$ cat src/rtl/digit_scan.sv
// Four-digit multiplexed display scanner with guard time and frame-synchronous double buffering.
// Define DIGIT_SCAN_LZB_EN to enable leading-zero blanking of digits 1..3.
module digit_scan #(
  parameter int SCAN_DIV  = 50000,
  parameter int GUARD_CYC = 16
) (
  input  logic        clk,
  input  logic        rst_n,
  input  logic [15:0] value,
  input  logic        load,
  input  logic [3:0]  blank_mask,
  output logic [3:0]  nib,
  output logic [3:0]  dsel,
  output logic        blank_o,
  output logic        tick,
  output logic        frame
);

  localparam int MAXC = (SCAN_DIV > GUARD_CYC) ? SCAN_DIV : GUARD_CYC;
  localparam int CW   = (MAXC > 1) ? $clog2(MAXC) : 1;

  typedef enum logic {GUARD, SHOW} state_t;

  state_t        state, state_n;
  logic [CW-1:0] cnt, cnt_n;
  logic [1:0]    idx, idx_n;
  logic [15:0]   shadow, shadow_n;
  logic [15:0]   disp, disp_n;
  logic          pending, pending_n;
  logic          adv, adv_n;
  logic          wrap, wrap_n;
  logic          lzb;
  logic [3:0]    nib_n, dsel_n;
  logic          blank_n, tick_n, frame_n;

`ifdef DIGIT_SCAN_LZB_EN
  always_comb begin
    case (idx)
      2'd1:    lzb = (disp[15:4] == 12'h000);
      2'd2:    lzb = (disp[15:8] == 8'h00);
      2'd3:    lzb = (disp[15:12] == 4'h0);
      default: lzb = 1'b0;
    endcase
  end
`else
  assign lzb = 1'b0;
`endif

  // Outputs are registered from the current-cycle state, so they trail it by one edge.
  always_comb begin
    state_n   = state;
    cnt_n     = cnt + 1'b1;
    idx_n     = idx;
    adv_n     = 1'b0;
    wrap_n    = 1'b0;
    case (state)
      GUARD: begin
        if (cnt == CW'(GUARD_CYC - 1)) begin
          state_n = SHOW;
          cnt_n   = '0;
        end
      end
      SHOW: begin
        if (cnt == CW'(SCAN_DIV - 1)) begin
          state_n = GUARD;
          cnt_n   = '0;
          idx_n   = idx + 2'd1;
          adv_n   = 1'b1;
          wrap_n  = (idx == 2'd3);
        end
      end
      default: begin
        state_n = GUARD;
        cnt_n   = '0;
      end
    endcase

    tick_n    = adv;
    frame_n   = adv & wrap;

    // A load on the boundary edge lands in shadow first and is promoted in the same edge.
    shadow_n  = load ? value : shadow;
    pending_n = pending | load;
    disp_n    = disp;
    if (frame_n && pending_n) begin
      disp_n    = shadow_n;
      pending_n = 1'b0;
    end

    nib_n     = nib;
    dsel_n    = 4'b0000;
    blank_n   = 1'b1;
    if (state == SHOW) begin
      dsel_n  = 4'b0001 << idx;
      nib_n   = disp[{idx, 2'b00} +: 4];
      blank_n = blank_mask[idx] | lzb;
    end
  end

  always_ff @(posedge clk or negedge rst_n) begin
    if (!rst_n) begin
      state   <= GUARD;
      cnt     <= '0;
      idx     <= 2'd0;
      shadow  <= 16'h0000;
      disp    <= 16'h0000;
      pending <= 1'b0;
      adv     <= 1'b0;
      wrap    <= 1'b0;
      nib     <= 4'h0;
      dsel    <= 4'b0000;
      blank_o <= 1'b1;
      tick    <= 1'b0;
      frame   <= 1'b0;
    end else begin
      state   <= state_n;
      cnt     <= cnt_n;
      idx     <= idx_n;
      shadow  <= shadow_n;
      disp    <= disp_n;
      pending <= pending_n;
      adv     <= adv_n;
      wrap    <= wrap_n;
      nib     <= nib_n;
      dsel    <= dsel_n;
      blank_o <= blank_n;
      tick    <= tick_n;
      frame   <= frame_n;
    end
  end

endmodule

$ cat config.mk
export PLATFORM = sky130hd
export DESIGN_NAME = digit_scan
export DESIGN_NICKNAME = d
export VERILOG_FILES = /design/src/rtl/digit_scan.sv
export SDC_FILE = /design/constraint.sdc
export NUM_CORES = 1
export LEC_CHECK = 0
export BUFFER_PORTS_ARGS = -buffer_cell sky130_fd_sc_hd__buf_2
export CAP_MARGIN = 0
export CORE_ASPECT_RATIO = 1.75
export CORE_MARGIN = 5
export CORE_UTILIZATION = 35
export DETAILED_ROUTE_END_ITERATION = 7
export GPL_TIMING_DRIVEN = 1
export PLACE_DENSITY = 0.55
export SYNTH_ARGS = -nofsm -noshare
export SYNTH_HDL_FRONTEND = slang
export SYNTH_SLANG_ARGS = --single-unit
$ cat constraint.sdc
create_clock -name clk -period 2.4 [get_ports clk]
set_clock_uncertainty 0.2 [all_clocks]
set_input_delay 0.12 -clock clk [delete_from_list [all_inputs] [get_ports clk]]
set_output_delay 0.12 -clock clk [all_outputs]
set_load 0.02 [all_outputs]
==> metrics.md, run 1 <==
| Metric | Value |
|---|---|
| IO Port Bufs | `33` |
| Maximum clock rate | `469 MHz` |
| Design area | `3510 um^2` |
| Vias per cell | `4.77` |
| Cells after synthesis | `192` |
| Core area | `7620 um^2` |
| M3 GR Usage | `3.45%` |
| Setup violators final | `0` |
| Slew at the pin closest to its max-slew limit | `0.816 ns` |
| Met1 GRT Util | `12.3%` |
| Crit path kind | `reg2reg` |
| Register area share after synthesis | `59.1%` |
| Crit path launch type | `flop` |
| Initial core utilization | `36.1%` |
| Worst-Skew Late Latency | `0.32 ns` |
| Commonest non-fill, non-tap cell in the layout | `dfrtp_1` |
| Placer Congestion | `0.780` |
| Worst-case clock buffer depth | `2` |
| Hold_ws | `0.0614 ns` |
| Slew Viols, Final | `0` |
| Leakage power | `1.62 nW` |
| First-pass GRT wire length | `8830 um` |
| Share of cells above drive strength 1 | `40.6%` |
| Area post-placement | `3020 um^2` |
| Final hold violation count | `0` |
| Worst VDD drop | `0.350 mV` |
| CP Max Fanout | `8` |
| Worst EP required | `2.44 ns` |
| H-tree Lvls | `3` |
| Area delta synth->final | `27.4%` |
| Clock slew at the register clock pins of the worst setup and hold paths | `0.05 ns` |
| Site Rows | `42` |
| Die X | `77.1 um` |
| Hpwl dp | `3520 um` |
| Post-DRT Antenna Nets | `0` |
| Avg Inst Size Synth | `14.3 um^2` |
| Unrepaired setup endpoints after global routing | `false` |
| Synth Register Bits | `65` |
| Commonest non-fill, non-tap cells in the layout | `dfrtp_1 (64), mux2_2 (36), buf_2 (33), dlygate4sd3_1 (19), nor2_1 (13)` |
| DRC violations left | `0` |
| Post-Syn Nets | `220` |
| Non-Filler Instances | `344` |
| TritonCTS clock tree | `done` |
| Post-CTS Setup Bufs | `0` |
| Detailed router's first-iteration violation count | `82` |
| Crit path time final | `2.13 ns` |
| Arr. time, crit path | `2.17 ns` |
| Place WS | `0.571 ns` |
| Die H | `127 um` |
| Slew margin rel. | `45.6%` |
| Antenna Cells | `0` |
| Pin count of the biggest net entering global routing | `66` |
| Maxcap violations | `0` |
| Final WS setup | `0.268 ns` |
| Pwr Density | `720 nW/um^2` |
| I/O pin total | `34` |
| Total CTS buffers | `9` |
| R2R cell count | `3` |
| Die area | `9810 um^2` |
| Avg WL per Cell | `14.9 um` |
| CP Capture Type | `flop` |
| Post-Route WL | `5110 um` |
| Gr usage total | `11.9%` |
| Count of cell types in the netlist | `33` |
| Met2 Track Usage GR | `20.4%` |
| Area of the mapped netlist | `2750 um^2` |
| Period utilisation layout | `88.8%` |
| Placed Cells | `309` |
| Run status | `complete, no violations` |
| Initial antenna violation count | `0` |
| Nets | `279` |
| Clock root buffer | `clkbuf_16` |
| Routed via count | `1641` |
| Total congestion overflow | `0` |
| Pre-antenna DRT Iters | `3` |
| GRT busiest layer | `met2` |
| Vias in the first global route | `1787` |
| Hold Path Depth | `2` |
| Clk sink count | `65` |
| Warnings, synthesis | `0` |
| Hold Path Class | `in2reg` |
| Setup_tns | `0 ns` |
| Filler cells | `652` |
## sequential cells by signal, summed over array words and instances (netlist names)
name     count
adv          1
disp        16
blank_o      1
idx          2
pending      1
dsel         4
state        1
wrap         1
frame        1
tick         1
shadow      16
nib          4
cnt         16
## power by group
group	switching [mW]	leakage [nW]	total, mW	internal (mW)
combinational	0.0518	0.630	0.116	0.0638
clock	0.424	0.150	1.28	0.856
sequential	0.00548	0.844	1.13	1.13
total	0.481	1.62	2.53	2.05
## area by class of cell
type / instances / area (um^2) / share of cell area, %
inverter: 4 / 15.0 / 0.428
sequential: 65 / 1630 / 46.4
timing repair buffer: 54 / 383 / 10.9
tap: 88 / 110 / 3.14
clock inverter: 3 / 40.0 / 1.14
clock buffer: 13 / 260 / 7.42
multi-input combinational: 117 / 1070 / 30.6
## cells by family (layout without fill, tap and decap cells)
family | Yosys count | count (layout) | share of synthesized area, %
flops | 65 | 65 | 59.1
fa+ha+maj | 5 | 5 | 2.27
simple gates | 51 | 51 | 11.3
buf+inv | 10 | 74 | 1.91
xor+xnor | 15 | 15 | 4.77
mux | 42 | 42 | 19.4
compound gates | 4 | 4 | 1.27
## routing by layer
layer	routed length, um	vias to the layer above
met5	0	-
met4	154	0
met3	170	10
met2	2870	25
met1	1920	819
li1	-	787
## stage by stage
| step | total power, mW | util, % |
|---|---|---|
| after detailed placement | 1.25 | 39.6 |
| after global routing | 2.63 | 46.1 |
| after CTS | 2.58 | 46.1 |
| final | 2.53 | 46.1 |
| after global placement | 1.24 | 39.6 |
| after floorplan | 1.19 | - |
## critical path, stage by stage (launching register included)
cell and delay [ns]:
dfrtp_1 0.60, mux4_2 0.55, dlygate4sd3_1 0.56, nand2b_1 0.14
## cell usage after synthesis, drive strengths merged
cell | number | area (um^2)
o21ai | 3 | 18.8
inv | 4 | 15.0
and3 | 2 | 12.5
dfrtp | 64 | 1600
a21oi | 1 | 16.3
dfstp | 1 | 26.3
nand4 | 5 | 37.5
nor4 | 5 | 50.1
ha | 5 | 62.6
xor2 | 5 | 43.8
nand2 | 5 | 18.8
mux2 | 37 | 420
nor2 | 14 | 60.1
buf | 4 | 28.8
mux4 | 5 | 113
nand2b | 1 | 6.26
nand3 | 8 | 55.1
nor3 | 3 | 20.0
clkbuf | 2 | 8.75
xnor2 | 10 | 87.6
nor2b | 1 | 6.26
and2 | 7 | 45.1
## path summary, 6_finish.rpt
path | startpoint | slack, ns | endpoint
max in group asynchronous | rst_n | 1.53 | blank_o
worst min register to register | adv | 0.17 | tick
worst max-delay path | idx[0] | 0.27 | blank_o
min in group asynchronous | rst_n | 0.14 | shadow[6]
worst min-delay path | load | 0.06 | shadow[7]
worst max register to register | idx[0] | 0.27 | blank_o
## timing repair
item	in CTS	in global routing
resized for setup	0	0
hold endpoints to repair	95	0
hold buffers	19	0
No activity file was read; power rests on OpenSTA's default activity.
==> run 2: changes to the inputs <==
Clock period 2.4 ns to 2.05 ns, I/O delays scaled along.
==> run 2 against run 1 <==
Against the previous run:
- flip-flop and latch count did not move
- combinational power rose by 21%
- non-clock buffer count rose by 5
==> metrics.md, run 2 (synthesis gave the netlist of run 1 again) <==
| Metric | Value |
|---|---|
| Run status | `complete, no violations` |
| Clk sink count | `65 (unchanged)` |
| Slew Viols, Final | `0 (unchanged)` |
| Worst EP required | `2.06 ns (-0.38 ns)` |
| Period utilisation layout | `89.0% (+0.16 points)` |
| Core area | `7620 um^2 (unchanged)` |
| Cts repair resizes | `0 (unchanged)` |
| Largest stage delay on the critical path | `0.39 ns (-0.21 ns)` |
| Maxcap violations | `0 (unchanged)` |
| I/O pin total | `34 (unchanged)` |
| Hpwl dp | `3750 um (+6.5%)` |
| Post-Route WL | `5350 um (+4.7%)` |
| Setup_tns | `0 ns (unchanged)` |
| Vias per cell | `4.84 (+1.5%)` |
| Pre-antenna DRT Iters | `2 (-1)` |
| Cell Chain, Critical Path | `ha_1, and3_1, nand3_2, nor2_4, mux2_4` |
| Placer Congestion | `0.744 (-4.6%)` |
| Pwr Density | `830 nW/um^2 (+15%)` |
| Area delta synth->final | `28.6%` |
| H-tree Lvls | `3 (unchanged)` |
| Unrepaired setup endpoints after global routing | `false` |
| Arr. time, crit path | `1.83 ns (-0.34 ns)` |
| Slowest cell on crit path | `dfrtp_1` |
| Routed via count | `1689 (+2.9%)` |
| Avg WL per Cell | `15.3 um (+3.2%)` |
| Nets | `284 (+1.8%)` |
| Biggest regs | `cnt (16), disp (16), shadow (16)` |
| Worst-case clock buffer depth | `2 (unchanged)` |
| CP Max Fanout | `4 (-4)` |
| Pwr Total | `2.94 mW (+16%)` |
| Worst-Skew Late Latency | `0.33 ns (about the same)` |
| Pin count of the biggest net entering global routing | `32 (-52%)` |
| TritonCTS clock tree | `done` |
| Maximum clock rate | `548 MHz (+17%)` |
| Antenna Cells | `0 (unchanged)` |
| Commonest non-fill, non-tap cells in the layout | `dfrtp_1 (64), mux2_2 (36), buf_2 (33), dlygate4sd3_1 (21), nor2_1 (13)` |
| Total CTS buffers | `9 (unchanged)` |
| Site Rows | `42 (unchanged)` |
| Commonest non-fill, non-tap cell in the layout | `dfrtp_1` |
| Die X | `77.1 um (unchanged)` |
| Clock slew at the register clock pins of the worst setup and hold paths | `0.05 ns (about the same)` |
| Die area | `9810 um^2 (unchanged)` |
| Setup violators final | `0 (unchanged)` |
| Share of cells above drive strength 1 | `40.6% (about the same)` |
| Post-CTS Setup Bufs | `0 (unchanged)` |
| Slew margin rel. | `44.4% (-1.2 points)` |
| IO Port Bufs | `33 (unchanged)` |
| Hold Path Class | `in2reg` |
| Clock root buffer | `clkbuf_16` |
| Slew at the pin closest to its max-slew limit | `0.833 ns (+0.0177 ns)` |
| Vias in the first global route | `1932 (+8.1%)` |
| DRC violations left | `0 (unchanged)` |
| First-pass GRT wire length | `9480 um (+7.4%)` |
| Gr usage total | `12.6% (+0.72 points)` |
| Crit path time final | `1.82 ns (-0.308 ns)` |
| Crit path kind | `reg2reg` |
| Initial core utilization | `36.1% (unchanged)` |
| # hold bufs at CTS | `21 (+2)` |
| Die H | `127 um (unchanged)` |
| Crit path launch type | `flop` |
| Post-DRT Antenna Nets | `0 (unchanged)` |
| CP Capture Type | `flop` |
| Detailed router's first-iteration violation count | `50 (-39%)` |
| Initial antenna violation count | `0 (unchanged)` |
| Final hold violation count | `0 (unchanged)` |
| Leakage power | `1.64 nW (+1.0%)` |
| Total congestion overflow | `0 (unchanged)` |
| Worst VDD drop | `0.480 mV (+37%)` |
==> run 2: final timing paths <==
path / startpoint / end / slack [ns] / cells past startpoint
max in group asynchronous: rst_n / blank_o / 0.95 / 3
min in group asynchronous: rst_n / disp[14] / 0.08 / 2
setup / recovery: cnt[0] / idx[1] / 0.23 / 5
hold / removal: load / shadow[7] / 0.04 / 2
setup reg to reg: cnt[0] / idx[1] / 0.23 / 5
hold reg to reg: adv / tick / 0.17 / 0
==> run 2: routing by layer <==
layer | global-route usage, % | share of wire (%) | wire [um] | vias to the layer above
met2 | 21.3 | 54 | 2880 | 28
met1 | 13.1 | 38 | 2020 | 847
met5 | 0 | 0 | 0 | -
met4 | 8.30 | 4.4 | 233 | 0
li1 | - | - | - | 797
met3 | 4.30 | 4.1 | 220 | 17
==> run 2: area by class of cell <==
| type | count | area [um^2] |
|---|---|---|
| clock buffers | 13 | 250 |
| multi-input cells | 117 | 1070 |
| repair buffers | 59 | 425 |
| inverters | 4 | 15.0 |
| fillers | 685 | 4080 |
| clock inverters | 3 | 40.0 |
| flip-flops and latches | 65 | 1630 |
| well taps | 88 | 110 |
==> run 2: report_power, final <==
part / switching, mW / internal, mW
sequential: 0.00682 / 1.32
clock: 0.506 / 0.969
combinational: 0.0622 / 0.0782
total: 0.575 / 2.37
==> run 2: worst max-delay path: cells and delay by family (launching register included) <==
family	cells	cell delay, ns
flip-flops	1	0.39
AND/OR/NAND/NOR	3	0.59
adder cells (fa/ha/maj)	1	0.22
multiplexers	1	0.31
==> run 2: stage by stage <==
step	utilization (%)	cells	instance area, um^2	hold slack [ns]	setup WS, ns
final	46.5	349	3540	0.0381	0.226
after global routing	46.5	349	3540	0.0558	0.109
after CTS	46.5	349	3540	0.0352	0.210
after detailed placement	39.9	312	3040	-0.0922	0.217
after global placement	39.9	312	3040	-0.0966	0.225
after floorplan	-	192	2750	-0.393	0.371
